<file path="config.mk">
export PLATFORM = sky130hd
export DESIGN_NAME = cla_seq_adder_16
export DESIGN_NICKNAME = d
export VERILOG_FILES = /design/src/rtl/cla_seq_adder_16.sv
export SDC_FILE = /design/constraint.sdc
export NUM_CORES = 1
export LEC_CHECK = 0
export ABC_AREA = 1
export CAP_MARGIN = 20
export CORE_UTILIZATION = 35
export DETAILED_ROUTE_END_ITERATION = 12
export GPL_TIMING_DRIVEN = 1
export SLEW_MARGIN = 20
export SYNTH_ARGS = -nofsm -noshare
export SYNTH_HDL_FRONTEND = slang
export SYNTH_SLANG_ARGS = --single-unit
</file>
<file path="constraint.sdc">
create_clock -name clk -period 3.7 [get_ports clk]
set_clock_uncertainty 0.05 [all_clocks]
set_input_delay 1.11 -clock clk [delete_from_list [all_inputs] [get_ports clk]]
set_output_delay 1.11 -clock clk [all_outputs]
set_load 0.01 [all_outputs]
</file>
<file path="src/rtl/cla_seq_adder_16.sv">
// ---------------------------------------------------------------------------
// cla_seq_adder_16
//
// Sequential carry-lookahead adder. An accepted start latches the operands
// and the carry-in, then one 4-bit lookahead block is evaluated per clock,
// least-significant nibble first. A running carry register links the
// nibbles. After WIDTH/4 RUN cycles the full sum, carry-out and signed
// overflow are loaded into the output registers and done pulses for one
// cycle.
//
// Parameters
//   WIDTH  operand width in bits (multiple of 4, at least 4), default 16
//
// Ports
//   clk    clock, all state changes on the rising edge
//   rst    synchronous active-high reset, takes priority over start
//   start  request a new addition (accepted in IDLE or DONE, ignored in RUN)
//   A, B   operands, sampled only on an accepted start
//   c_in   carry into bit 0, sampled only on an accepted start
//   S      registered sum of the last completed addition
//   c_out  registered carry out of the MSB
//   ovf    registered two's-complement overflow
//   busy   high while in RUN
//   done   one-cycle pulse: S, c_out and ovf are newly valid
// ---------------------------------------------------------------------------
module cla_seq_adder_16 #(
    parameter int WIDTH = 16
) (
    input  logic             clk,
    input  logic             rst,
    input  logic             start,
    input  logic [WIDTH-1:0] A,
    input  logic [WIDTH-1:0] B,
    input  logic             c_in,
    output logic [WIDTH-1:0] S,
    output logic             c_out,
    output logic             ovf,
    output logic             busy,
    output logic             done
);

    localparam int unsigned NIB = WIDTH / 4;
    localparam int unsigned CW  = (NIB > 1) ? $clog2(NIB) : 1;
    localparam logic [CW-1:0] LAST = CW'(NIB - 1);

    if ((WIDTH % 4) != 0 || WIDTH < 4) begin : g_width_check
        $error("cla_seq_adder_16: WIDTH must be a multiple of 4 and at least 4");
    end

    typedef enum logic [1:0] {
        IDLE,
        RUN,
        DONE
    } state_t;

    state_t           r_state;
    logic [WIDTH-1:0] r_a;
    logic [WIDTH-1:0] r_b;
    logic [WIDTH-1:0] r_psum;
    logic             r_carry;
    logic [CW-1:0]    r_cnt;

    logic [3:0]       w_a_nib;
    logic [3:0]       w_b_nib;
    logic [3:0]       w_g;
    logic [3:0]       w_p;
    logic [3:0]       w_c;
    logic [3:0]       w_sum_nib;
    logic             w_gprop;
    logic             w_pprop;
    logic             w_carry_next;
    logic [WIDTH-1:0] w_psum_next;
    logic             w_last;

    // Select the nibble addressed by the counter.
    always_comb begin
        w_a_nib = '0;
        w_b_nib = '0;
        for (int unsigned k = 0; k < NIB; k++) begin
            if (r_cnt == CW'(k)) begin
                w_a_nib = r_a[4*k +: 4];
                w_b_nib = r_b[4*k +: 4];
            end
        end
    end

    assign w_g = w_a_nib & w_b_nib;
    assign w_p = w_a_nib ^ w_b_nib;

    // Two-level lookahead carries from the running carry; no bit ripple.
    assign w_c[0] = r_carry;
    assign w_c[1] = w_g[0] | (w_p[0] & r_carry);
    assign w_c[2] = w_g[1] | (w_p[1] & w_g[0]) | (w_p[1] & w_p[0] & r_carry);
    assign w_c[3] = w_g[2] | (w_p[2] & w_g[1]) | (w_p[2] & w_p[1] & w_g[0])
                  | (w_p[2] & w_p[1] & w_p[0] & r_carry);

    assign w_pprop = &w_p;
    assign w_gprop = w_g[3] | (w_p[3] & w_g[2]) | (w_p[3] & w_p[2] & w_g[1])
                   | (w_p[3] & w_p[2] & w_p[1] & w_g[0]);

    assign w_carry_next = w_gprop | (w_pprop & r_carry);
    assign w_sum_nib    = w_p ^ w_c;
    assign w_last       = (r_cnt == LAST);

    // Partial sum with the current nibble merged in, so the final RUN edge
    // can load S with the complete result in the same cycle.
    always_comb begin
        w_psum_next = r_psum;
        for (int unsigned k = 0; k < NIB; k++) begin
            if (r_cnt == CW'(k)) begin
                w_psum_next[4*k +: 4] = w_sum_nib;
            end
        end
    end

    always_ff @(posedge clk) begin
        if (rst) begin
            r_state <= IDLE;
            r_a     <= '0;
            r_b     <= '0;
            r_psum  <= '0;
            r_carry <= 1'b0;
            r_cnt   <= '0;
            S       <= '0;
            c_out   <= 1'b0;
            ovf     <= 1'b0;
            busy    <= 1'b0;
            done    <= 1'b0;
        end else begin
            case (r_state)
                IDLE, DONE: begin
                    done <= 1'b0;
                    if (start) begin
                        r_a     <= A;
                        r_b     <= B;
                        r_carry <= c_in;
                        r_cnt   <= '0;
                        busy    <= 1'b1;
                        r_state <= RUN;
                    end else begin
                        r_state <= IDLE;
                    end
                end
                RUN: begin
                    r_psum  <= w_psum_next;
                    r_carry <= w_carry_next;
                    r_cnt   <= r_cnt + CW'(1);
                    if (w_last) begin
                        S       <= w_psum_next;
                        c_out   <= w_carry_next;
                        // Carry into the MSB is w_c[3] of the top nibble.
                        ovf     <= w_c[3] ^ w_carry_next;
                        busy    <= 1'b0;
                        done    <= 1'b1;
                        r_state <= DONE;
                    end
                end
                default: begin
                    busy    <= 1'b0;
                    done    <= 1'b0;
                    r_state <= IDLE;
                end
            endcase
        end
    end

endmodule

</file>
==> metrics.md, run 1 <==
| Metric | Value |
|---|---|
| Clk buf depth | `2` |
| Grt total ovfl | `0` |
| Most common cell after layout, fill and taps aside | `nor2_1` |
| Setup Fix Bufs, Post-CTS | `0` |
| Cell row count | `34` |
| Non-filler cells, final | `598` |
| Net Sw Frac | `25.78%` |
| Slew Limit Fails | `0` |
| Crit. End Element | `flop` |
| Fmax | `369.5 MHz` |
| TritonCTS clock tree | `yes` |
| Ratio of cells with drive above 1 in the final layout | `5.510%` |
| H-tree depth | `3` |
| Combinational share of power | `between 15 and 20%` |
| Seq/Total Area, Yosys | `44.28%` |
| Area contributors post-synth | `dfxtp_1 44%, nor2_1 11%, o21ai_0 9.1%, nand2_1 7.8%, nand3_1 5.1%` |
| Hold Buf Count CTS | `0` |
| Final Hold Vio Count | `0` |
| CTS sink cnt | `between 60 and 70` |
| Placed cells | `582` |
| Switch Pwr | `about 0.00050 W` |
| Port buffer count | `55` |
| Worst hold path depth | `2` |
| Synth warnings | `0` |
| Mapped Cells | `437` |
| Clock group share of total power | `a little over two fifths` |
| CP arrival | `2.88 ns` |
| Worst-Margin Slew | `0.5656 ns` |
| Initial antenna violation count | `0` |
| Reg2reg path depth | `13` |
| DRC errors left | `0` |
| Die Footprint | `9294 um^2` |
| Worst Path Max Fanout | `14` |
| Routed wire length | `7.483 mm` |
| Post-detail-place hpwl | `5.378 mm` |
| Die H | `96.41 um` |
| Antenna fix cells | `0` |
| Initial Util | `between 30% and 40%` |
| Count of final setup violators | `0` |
| Unrepaired setup endpoints after global routing | `no` |
| Synth Cell Area | `3119 um^2` |
| Post-CTS sizing | `0` |
| Total iterations of the first detailed-routing run | `5` |
| Die W | `96.41 um` |
| Int Pwr | `approximately 0.0014 W` |
| Clk_lat worst skew | `around 0.34 ns` |
| Largest net degree at the start of global routing | `36` |
| Tightest Hold Check Type | `flop to flop` |
| Overall Power | `0.001931 W` |
| Worst-path clk slew | `0.07 ns` |
| Commonest cells after routing, fill and taps aside | `94 x nor2_1, 69 x dfxtp_1, 65 x nand2_1, 57 x o21ai_0, 55 x clkdlybuf4s50_1` |
| Critical Path RT | `a little under 4 ns` |
| Status | `finished clean` |
| Yosys top cell area share | `~44%` |
| Core Region | `just under 9000 um^2` |
| Post-synthesis register bit count | `69` |
| Critical path class | `flop to flop` |
| Tmin final | `2.707 ns` |
| Num CTS Buffers | `9` |
| Post-synth net total | `approximately 480` |
| Fin crit share | `between 70 and 80%` |
| Power per cell area | `slightly below 500 nW/um^2` |
| Drt wl/cell | `12.51 um` |
| Ports | `56` |
| Post-layout util | `45.88%` |
| Crit path launch type | `flop` |
| Leak | `1.797 nW` |
| Setup TNS Final | `0 ns` |
| Cell taking the most area after synthesis | `dfxtp_1` |
| Mean area per synthesized cell | `7.138 um^2` |
| Filler cells | `940` |
| ANT nets after route | `0` |
| Vias in the first global route | `2795` |
| Placer Congestion | `a little over 0.8` |
| Total number of vias | `2829` |
| Worst VDD drop | `0.2159 mV` |
| All-Layer GR Usage | `17.50%` |
| Drt via density | `4.731` |
| Synth-to-Final Area Change | `27.64%` |
| Root Driver | `clkbuf_8` |
| MaxCap Viol Count | `0` |
| Max_slew headroom | `62.29%` |
| Drt initial violations | `94` |
| Part of the power in registers | `between 40% and 50%` |
| Nets | `530` |
| Yosys cell types | `26` |
| First-pass GRT wire length | `about 12 mm` |
[sequential cells by signal (all words and copies together), names as in the netlist]
register	cells
S	16
done	1
r_a	16
busy	1
r_state	2
r_carry	1
r_psum	12
c_out	1
ovf	1
r_b	16
r_cnt	2
[cell families (layout without fill, tap and decap cells)]
kind of cell / count (synthesis) / count (layout) / share of synthesized area (%)
adders and majority gates: 9 / 9 / 3.851
xor gates and xnor gates: 1 / 1 / 0.2808
AOI/OAI and AO/OA: 96 / 96 / 16.53
and+or+nand+nor: 196 / 196 / 25.59
muxes: 1 / 1 / 0.3209
buffers and inverters: 65 / 118 / 9.145
DFF: 69 / 69 / 44.28
[cells in the mapped netlist]
cell type,count
or2_0,1
clkinv_1,1
nor2_4,2
inv_1,37
ha_1,8
a21oi_1,27
buf_1,1
mux2i_1,1
clkbuf_1,4
xor2_1,1
nand2_1,65
inv_2,3
buf_6,2
o21ai_0,57
a211oi_2,1
fa_1,1
nand4_1,2
clkbuf_2,1
nand3_1,32
buf_4,2
o211ai_1,3
dfxtp_1,69
o21a_1,4
nor2_1,94
buf_2,14
a211oi_1,4
[final cells by class]
type	instances	area, um^2	area share [%]
timing repair buffer	61	595.6	14.96
inverter	41	153.9	3.866
multi-input combinational	303	1453	36.49
clock inverter	6	135.1	3.394
sequential	69	1381	34.70
clock buffer	10	127.6	3.206
tap	108	135.1	3.394
[per-stage QoR]
step	setup slack (ns)	hold slack [ns]	instance area, um^2
2_1_floorplan	1.409	0.3867	3119
3_5_place_dp	1.008	0.4004	3719
5_1_grt	0.7236	0.4198	3981
3_3_place_gp	1.012	0.3910	3719
6_report	0.9934	0.4071	3981
4_1_cts	1.008	0.4112	3981
[path summary, 6_finish.rpt]
kind | to | slack (ns) | startpoint
min reg2reg | S[13] | 0.41 | S[13]
min | S[13] | 0.41 | S[13]
max reg2reg | r_carry | 0.99 | r_cnt[0]
max | r_carry | 0.99 | r_cnt[0]
[layer usage]
metal / vias up / global-route usage, % / share of wire [%]
met3: 6 / 3.443 / 3.6
met1: 1281 / 21.20 / 48
li1: 1497 / - / -
met4: 0 / 6.250 / 1.3
met5: - / 0 / 0
met2: 45 / 30.73 / 47
[power by group through the flow]
stage | registers (W) | logic, W | clock network (W)
detailed placement | 0.000833 | 0.000313 | 0
global placement | 0.000831 | 0.000306 | 0
floorplan | 0.000825 | 0.000221 | 0
CTS | 0.000815 | 0.000314 | 0.000817
global route | 0.000821 | 0.000355 | 0.000850
finish | 0.000815 | 0.000311 | 0.000804
[critical path: stages (launching register included)]
cell,delay [ns]
dfxtp_1,0.35
inv_1,0.10
ha_1,0.52
nand3_1,0.13
nand2_1,0.09
o21ai_0,0.10
a21oi_1,0.20
ha_1,0.32
nand2_1,0.14
nand3_1,0.10
nand2_1,0.15
nand2_1,0.08
o21ai_0,0.15
o21ai_0,0.12
Note: power is estimated with default switching activity, not from simulation.
==> inputs of run 2 (changes only) <==
Clock period 3.7 ns to 2.5 ns, I/O delays scaled along.
==> run 2 against run 1 <==
Final cell count rose by 2.2%. Fmax rose by 10%. First-iteration DRC count rose by 39%. Largest power group unchanged. Highest routed layer unchanged.
==> metrics.md, run 2 (synthesized netlist as in run 1, its figures left out) <==
| Metric | Value |
|---|---|
| Met2 usage | `30.67% (-0.059 points)` |
| All-Layer GR Usage | `17.95% (+0.46 points)` |
| Worst-path clk slew | `0.07 ns (about the same)` |
| Vias in the first global route | `2786 (-0.32%)` |
| Reg2reg path depth | `14 (+1)` |
| Largest net degree at the start of global routing | `39 (+8.3%)` |
| Worst-Margin Slew | `0.3656 ns (-0.2000 ns)` |
| Drt initial violations | `131 (+39%)` |
| Max_slew headroom | `75.57% (+13 points)` |
| Ports | `56 (unchanged)` |
| Total number of vias | `2946 (+4.1%)` |
| Multi-input gate area | `1585 um^2 (+9.1%)` |
| Leak | `1.859 nW (+3.4%)` |
| Hold Buf Count CTS | `0 (unchanged)` |
| First-pass GRT wire length | `12.53 mm (+1.7%)` |
| Critical path class | `flop to flop` |
| Net Sw Frac | `30.59% (+4.8 points)` |
| Nets | `543 (+2.5%)` |
| Synth-to-Final Area Change | `32.97%` |
| Unrepaired setup endpoints after global routing | `yes` |
| Die W | `96.41 um (unchanged)` |
| Total iterations of the first detailed-routing run | `4 (-1)` |
| Clk_lat worst skew | `0.34 ns (about the same)` |
| Crit. End Element | `flop` |
| Num CTS Buffers | `9 (unchanged)` |
| Post-detail-place hpwl | `5.534 mm (+2.9%)` |
| Final Hold Vio Count | `0 (unchanged)` |
| Worst R2R Setup Slack | `0.05 ns (-0.94 ns)` |
| Tightest Hold Check Type | `flop to flop` |
| Port buffer count | `55 (unchanged)` |
| Met1 Use GR | `21.90% (+0.69 points)` |
| Reg2reg start | `r_cnt[1]` |
| Ratio of cells with drive above 1 in the final layout | `13.32% (+7.8 points)` |
| Commonest cells after routing, fill and taps aside | `94 x nor2_1, 67 x dfxtp_1, 61 x nand2_1, 55 x clkdlybuf4s50_1, 50 x o21ai_0` |
| Cell row count | `34 (unchanged)` |
| GR met3 Demand/Resource | `4.382% (+0.94 points)` |
| Setup TNS Final | `0 ns (unchanged)` |
| Status | `finished clean` |
| Count of final setup violators | `0 (unchanged)` |
| GRT Max-Usage Layer | `met2` |
| Worst min-delay path startpoint | `S[13]` |
| TritonCTS clock tree | `yes` |
| MaxCap Viol Count | `0 (unchanged)` |
| H-tree depth | `3 (unchanged)` |
| Hold endpoint | `S[13]` |
| Combinational share of power | `21.5% (+5.4 points)` |
| ANT nets after route | `0 (unchanged)` |
| Tmin final | `2.452 ns (-0.2551 ns)` |
| Routed wire length | `7.779 mm (+4.0%)` |
| Antenna fix cells | `0 (unchanged)` |
| Critical Path RT | `2.69 ns (-1.18 ns)` |
| R2R Path End | `S[9]` |
| Clk buf depth | `2 (unchanged)` |
| Slew Limit Fails | `0 (unchanged)` |
| Clock group share of total power | `31.5% (-10 points)` |
| CP arrival | `2.64 ns (-0.24 ns)` |
| Worst hold path depth | `2 (unchanged)` |
| Grt total ovfl | `0 (unchanged)` |
| Die H | `96.41 um (unchanged)` |
| Regs by FF count | `S x16, r_a x16, r_b x16` |
| Die Footprint | `9294 um^2 (unchanged)` |
| CTS sink cnt | `69 (unchanged)` |
| Worst Path Max Fanout | `9 (-5)` |
| Switch Pwr | `0.0007892 W (+59%)` |
| Filler cells | `896 (-4.7%)` |
| Most common cell after layout, fill and taps aside | `nor2_1` |
| DRC errors left | `0 (unchanged)` |
| Fin crit share | `98.06% (+25 points)` |
| Fmax | `407.9 MHz (+10%)` |
| Int Pwr | `0.001790 W (+25%)` |
| Initial antenna violation count | `0 (unchanged)` |
| Register Area | `1386 um^2 (+0.36%)` |
| Crit path launch type | `flop` |
| Drt via density | `4.822 (+1.9%)` |
| Core Region | `8678 um^2 (unchanged)` |
| Overall Power | `0.002580 W (+34%)` |
| Root Driver | `clkbuf_8` |
| Part of the power in registers | `47.0% (+4.8 points)` |
| Initial Util | `35.94% (unchanged)` |
| Power per cell area | `621.9 nW/um^2 (+28%)` |
| Placer Congestion | `0.8756 (+7.3%)` |
| Worst VDD drop | `0.2582 mV (+20%)` |
| Drt wl/cell | `12.73 um (+1.7%)` |
[run 2: area by class of cell]
type,instances,share of cell area [%]
clock inverter,6,0.9351
sequential,69,33.42
tap,108,3.258
inverter,41,3.861
multi-input combinational,303,38.22
timing repair buffer,74,16.98
clock buffer,10,3.318
[run 2: power groups by stage]
stage / registers, W / clock network (W) / logic [W]
floorplan: 0.00122 / 0 / 0.000328
global placement: 0.00123 / 0 / 0.000467
detailed placement: 0.00123 / 0 / 0.000476
CTS: 0.00121 / 0.000832 / 0.000480
global route: 0.00122 / 0.000883 / 0.000626
finish: 0.00121 / 0.000814 / 0.000555
[run 2: worst max path at each step]
stage | start | endpoint | slack [ns] | depth (start not counted)
2_1_floorplan | r_cnt[0] | S[4] | 0.21 | 8
3_3_place_gp | r_cnt[1] | S[4] | 0.02 | 10
3_5_place_dp | r_cnt[1] | S[4] | -0.09 | 10
4_1_cts | r_cnt[1] | r_psum[9] | 0.03 | 13
5_1_grt | r_cnt[0] | S[10] | -0.1 | 14
6_report | r_cnt[1] | S[9] | 0.05 | 14
[run 2: per-layer routing]
| metal | part of all wire [%] | routed length (um) |
|---|---|---|
| met2 | 48 | 3700 |
| met4 | 1.8 | 142 |
| met1 | 46 | 3607 |
| met5 | 0 | 0 |
| met3 | 4.2 | 329 |
[run 2: through the flow]
step	hold slack, ns	cell area [um^2]	setup WS, ns	cells	util, %
finish	0.4084	4148	0.04847	611	47.79
global route	0.4235	4148	-0.09996	611	47.79
CTS	0.4104	3975	0.02929	608	45.80
detailed placement	0.3989	3794	-0.08591	592	43.71
global placement	0.3891	3794	0.01883	592	43.71
floorplan	0.3867	3119	0.2089	437	-
[run 2: what timing repair did]
item,in CTS,in global routing
buffers inserted,0,3
resized for setup,4,40
setup endpoints to repair,24,29
pin swaps,1,11
[run 2: worst max-delay path: stages (launching register included)]
cell and delay, ns:
dfxtp_2 0.34, buf_4 0.14, ha_4 0.16, buf_6 0.14
a21oi_1 0.14, nand2_1 0.08, o21ai_0 0.08, a21oi_1 0.10
ha_1 0.37, buf_4 0.18, xor2_4 0.19, nand2_1 0.07
o21ai_0 0.10, o21ai_0 0.15, inv_1 0.05
==> inputs of run 3 (changes only) <==
Settings changed: ABC_AREA 1 to not set, CORE_UTILIZATION 35 to 45, PLACE_DENSITY set to 0.7.
==> run 3 against run 2 <==
The run now ends with DRC, setup timing left. Synthesized area down 1.4%. Combinational power is 17% lower. Clock-buffer cell count grew 6. Via count shrank 3.5%. Sequential power shrank 3%. Flip-flop and latch count unchanged. Worst hold slack worse by 0.0082 ns. Critical path type unchanged. Highest routed layer unchanged.
==> metrics.md, run 3 <==
| Metric | Value |
|---|---|
| Most common cell after layout, fill and taps aside | `nand2_1` |
| Worst-path clk slew | `0.07 ns (about the same)` |
| Post-synth net total | `432 (-10%)` |
| Fin crit share | `106.5% (+8.4 points)` |
| Initial Util | `47.60% (+12 points)` |
| Synth-to-Final Area Change | `37.73%` |
| Vias in the first global route | `2712 (-2.7%)` |
| Critical Path RT | `2.66 ns (-0.03 ns)` |
| Antenna fix cells | `0 (unchanged)` |
| Crit. End Element | `flop` |
| Die H | `84.66 um (-12%)` |
| Routed wire length | `7.301 mm (-6.1%)` |
| Clk_lat worst skew | `0.33 ns (about the same)` |
| Largest net degree at the start of global routing | `74 (+90%)` |
| Failing checks | `DRC, setup timing` |
| All-Layer GR Usage | `20.65% (+2.7 points)` |
| Worst-Margin Slew | `0.4104 ns (+0.04484 ns)` |
| EDFF count, synth | `0 (unchanged)` |
| Max_slew headroom | `72.57% (-3.0 points)` |
| Synth Cell Area | `3074 um^2 (-1.4%)` |
| Worst hold path depth | `2 (unchanged)` |
| Die Footprint | `7166 um^2 (-23%)` |
| CP arrival | `2.82 ns (+0.18 ns)` |
| Synth Flop Type | `dfxtp_1` |
| Top-count cell post-synth | `nand2_1` |
| Grt total ovfl | `0 (unchanged)` |
| Critical Path Max Stage Delay | `0.33 ns (-0.04 ns)` |
| Switch Pwr | `0.0006432 W (-18%)` |
| Tmin final | `2.662 ns (+0.2104 ns)` |
| Met1 Use GR | `24.69% (+2.8 points)` |
| Slew Limit Fails | `0 (unchanged)` |
| Drt initial violations | `102 (-22%)` |
| Mapped Cells | `387 (-11%)` |
| H-tree depth | `3 (unchanged)` |
| Clk buf depth | `2 (unchanged)` |
| Unrepaired setup endpoints after global routing | `yes` |
| Port buffer count | `55 (unchanged)` |
| Synth top cells by count | `100 x nand2_1, 69 x dfxtp_1, 66 x a21oi_1` |
| Seq/Total Area, Yosys | `44.93% (+0.65 points)` |
| Overall Power | `0.002488 W (-3.6%)` |
| Worst VDD drop | `0.3496 mV (+35%)` |
| Final worst slack | `-0.1620 ns (-0.2104 ns)` |
| Setup TNS Final | `-1.746 ns (-1.746 ns)` |
| Cell row count | `29 (-15%)` |
| Ys async rst share | `0% (unchanged)` |
| Ports | `56 (unchanged)` |
| Core Region | `6459 um^2 (-26%)` |
| ANT nets after route | `0 (unchanged)` |
| Leak | `1.561 nW (-16%)` |
| Root Driver | `clkbuf_8` |
| Yosys cell types | `38 (+46%)` |
| Final Hold Vio Count | `0 (unchanged)` |
| GR met3 Demand/Resource | `3.835% (-0.55 points)` |
| Fmax | `375.7 MHz (-7.9%)` |
| Net Sw Frac | `25.86% (-4.7 points)` |
| Count of final setup violators | `18 (+18)` |
| Total iterations of the first detailed-routing run | `11 (+7)` |
| Reg2reg path depth | `13 (-1)` |
| Placer Congestion | `0.8230 (-6.0%)` |
| Post-synthesis register bit count | `69 (unchanged)` |
| Area contributors post-synth | `dfxtp_1 45%, nand2_1 12%, a21oi_1 11%, ha_1 3.3%, nand3b_1 2.9%` |
| Post-layout util | `65.56% (+18 points)` |
| Drt wl/cell | `13.62 um (+7.0%)` |
| Critical path's slowest cell | `a211o_1` |
| Die W | `84.66 um (-12%)` |
| DRC errors left | `2 (+2)` |
| Synth warnings | `0 (unchanged)` |
| CTS sink cnt | `69 (unchanged)` |
| Nets | `499 (-8.1%)` |
| Tightest Hold Check Type | `flop to flop` |
| Yosys top cell area share | `44.93% (+0.65 points)` |
| GRT Max-Usage Layer | `met2` |
| Initial antenna violation count | `0 (unchanged)` |
| Status | `complete, but fails checks` |
| TritonCTS clock tree | `yes` |
| Drt via density | `5.306 (+10%)` |
| Worst path cell trace | `inv_2 -> buf_12 -> ha_4 -> buf_6 -> nand2_2 -> a21oi_2 -> a21oi_1 -> o21ai_1 -> ha_1 -> a211o_1 -> a21oi_4 -> xor2_4 -> a31oi_1` |
| Worst Path Max Fanout | `7 (-2)` |
| Ratio of cells with drive above 1 in the final layout | `17.65% (+4.3 points)` |
| Num CTS Buffers | `9 (unchanged)` |
| Combinational share of power | `18.4% (-3.1 points)` |
| Post-detail-place hpwl | `4.653 mm (-16%)` |
| Regs by FF count | `S x16, r_a x16, r_b x16` |
| Mean area per synthesized cell | `7.944 um^2 (+11%)` |
| Total number of vias | `2844 (-3.5%)` |
| Crit path launch type | `flop` |
| Power per cell area | `587.6 nW/um^2 (-5.5%)` |
| MaxCap Viol Count | `0 (unchanged)` |
| Int Pwr | `0.001845 W (+3.0%)` |
| Met2 usage | `36.95% (+6.3 points)` |
| Part of the power in registers | `47.2% (+0.2 points)` |
| First-pass GRT wire length | `11.98 mm (-4.4%)` |
| Critical path class | `flop to flop` |
| Clock group share of total power | `34.4% (+2.9 points)` |
| Commonest cells after routing, fill and taps aside | `96 x nand2_1, 67 x dfxtp_1, 58 x a21oi_1, 54 x clkdlybuf4s50_1, 22 x nor2_1` |
| Cell taking the most area after synthesis | `dfxtp_1` |
## run 3: changes by cell type in the layout (fill, tap and decap cells not counted), moves of 5 or more
cell      previous run  this run
nor2_1              94        22
o21ai_0             50         4
a21oi_1             23        58
nand2_1             61        96
inv_1               34         1
nand3_1             25         4
nand3b_1             0        12
nor3_1               0         7
nand3_2              6         0
buf_4               16        21
buf_6                3         8
## run 3: worst paths after layout
check,end,startpoint,slack (ns)
hold reg to reg,S[1],S[1],0.40
setup reg to reg,S[7],r_cnt[1],-0.16
setup / recovery,S[7],r_cnt[1],-0.16
hold / removal,S[1],S[1],0.40
## run 3: final cells by class
class / instances / area, um^2
Timing Repair Buffer: 88 / 873.3
Sequential cell: 69 / 1384
Fill cell: 550 / 2225
Tap cell: 77 / 96.34
Inverter: 3 / 11.26
Multi-Input combinational cell: 283 / 1679
Clock buffer: 16 / 190.2
## run 3: repair_timing
action                     4_1_cts  5_1_grt
buffers inserted                 6        4
gates resized for setup         11       30
pin swaps                       16       32
hold buffers                     0        0
setup endpoints to repair       19       30
## run 3: kinds of logic after synthesis
family                   after synthesis  synth area share [%]
AND/OR/NAND/NOR                      158                 22.39
AO/OA/AOI/OAI                        110                 21.37
flip-flops                            69                 44.93
buffers and inverters                 35                 4.925
adder cells (fa/ha/maj)                9                 3.907
multiplexers                           4                 1.302
XOR/XNOR                               2                 1.180
## run 3: through the flow
step,cells,setup WS [ns],area [um^2],hold slack [ns]
floorplan,387,-0.04165,3112,0.3818
global placement,511,-0.08095,3824,0.3890
detailed placement,511,-0.2084,3824,0.3956
CTS,533,-0.1613,4093,0.4047
global route,536,-0.3290,4234,0.4251
finish,536,-0.1620,4234,0.4003
## run 3: per-layer routing
layer  routed length [um]  part of all wire, %
met1                 3212                   44
met4                  115                  1.6
met3                  295                  4.0
met2                 3677                   50
met5                    0                    0
## run 3: worst max-delay path: cells and delay by family, from the launching register on
family	cells	cell delay, ns
buffers and inverters	3	0.31
adders and majority gates	2	0.44
xor gates and xnor gates	1	0.28
and+or+nand+nor	1	0.06
DFF	1	0.32
AOI/OAI and AO/OA	6	1.06
## run 3: power groups by stage
stage	sequential, W	clock [W]	combinational [W]
after floorplan	0.00119	0	0.000228
after global placement	0.00120	0	0.000370
after detailed placement	0.00120	0	0.000377
after CTS	0.00117	0.000867	0.000403
after global routing	0.00118	0.000909	0.000503
final	0.00117	0.000856	0.000458
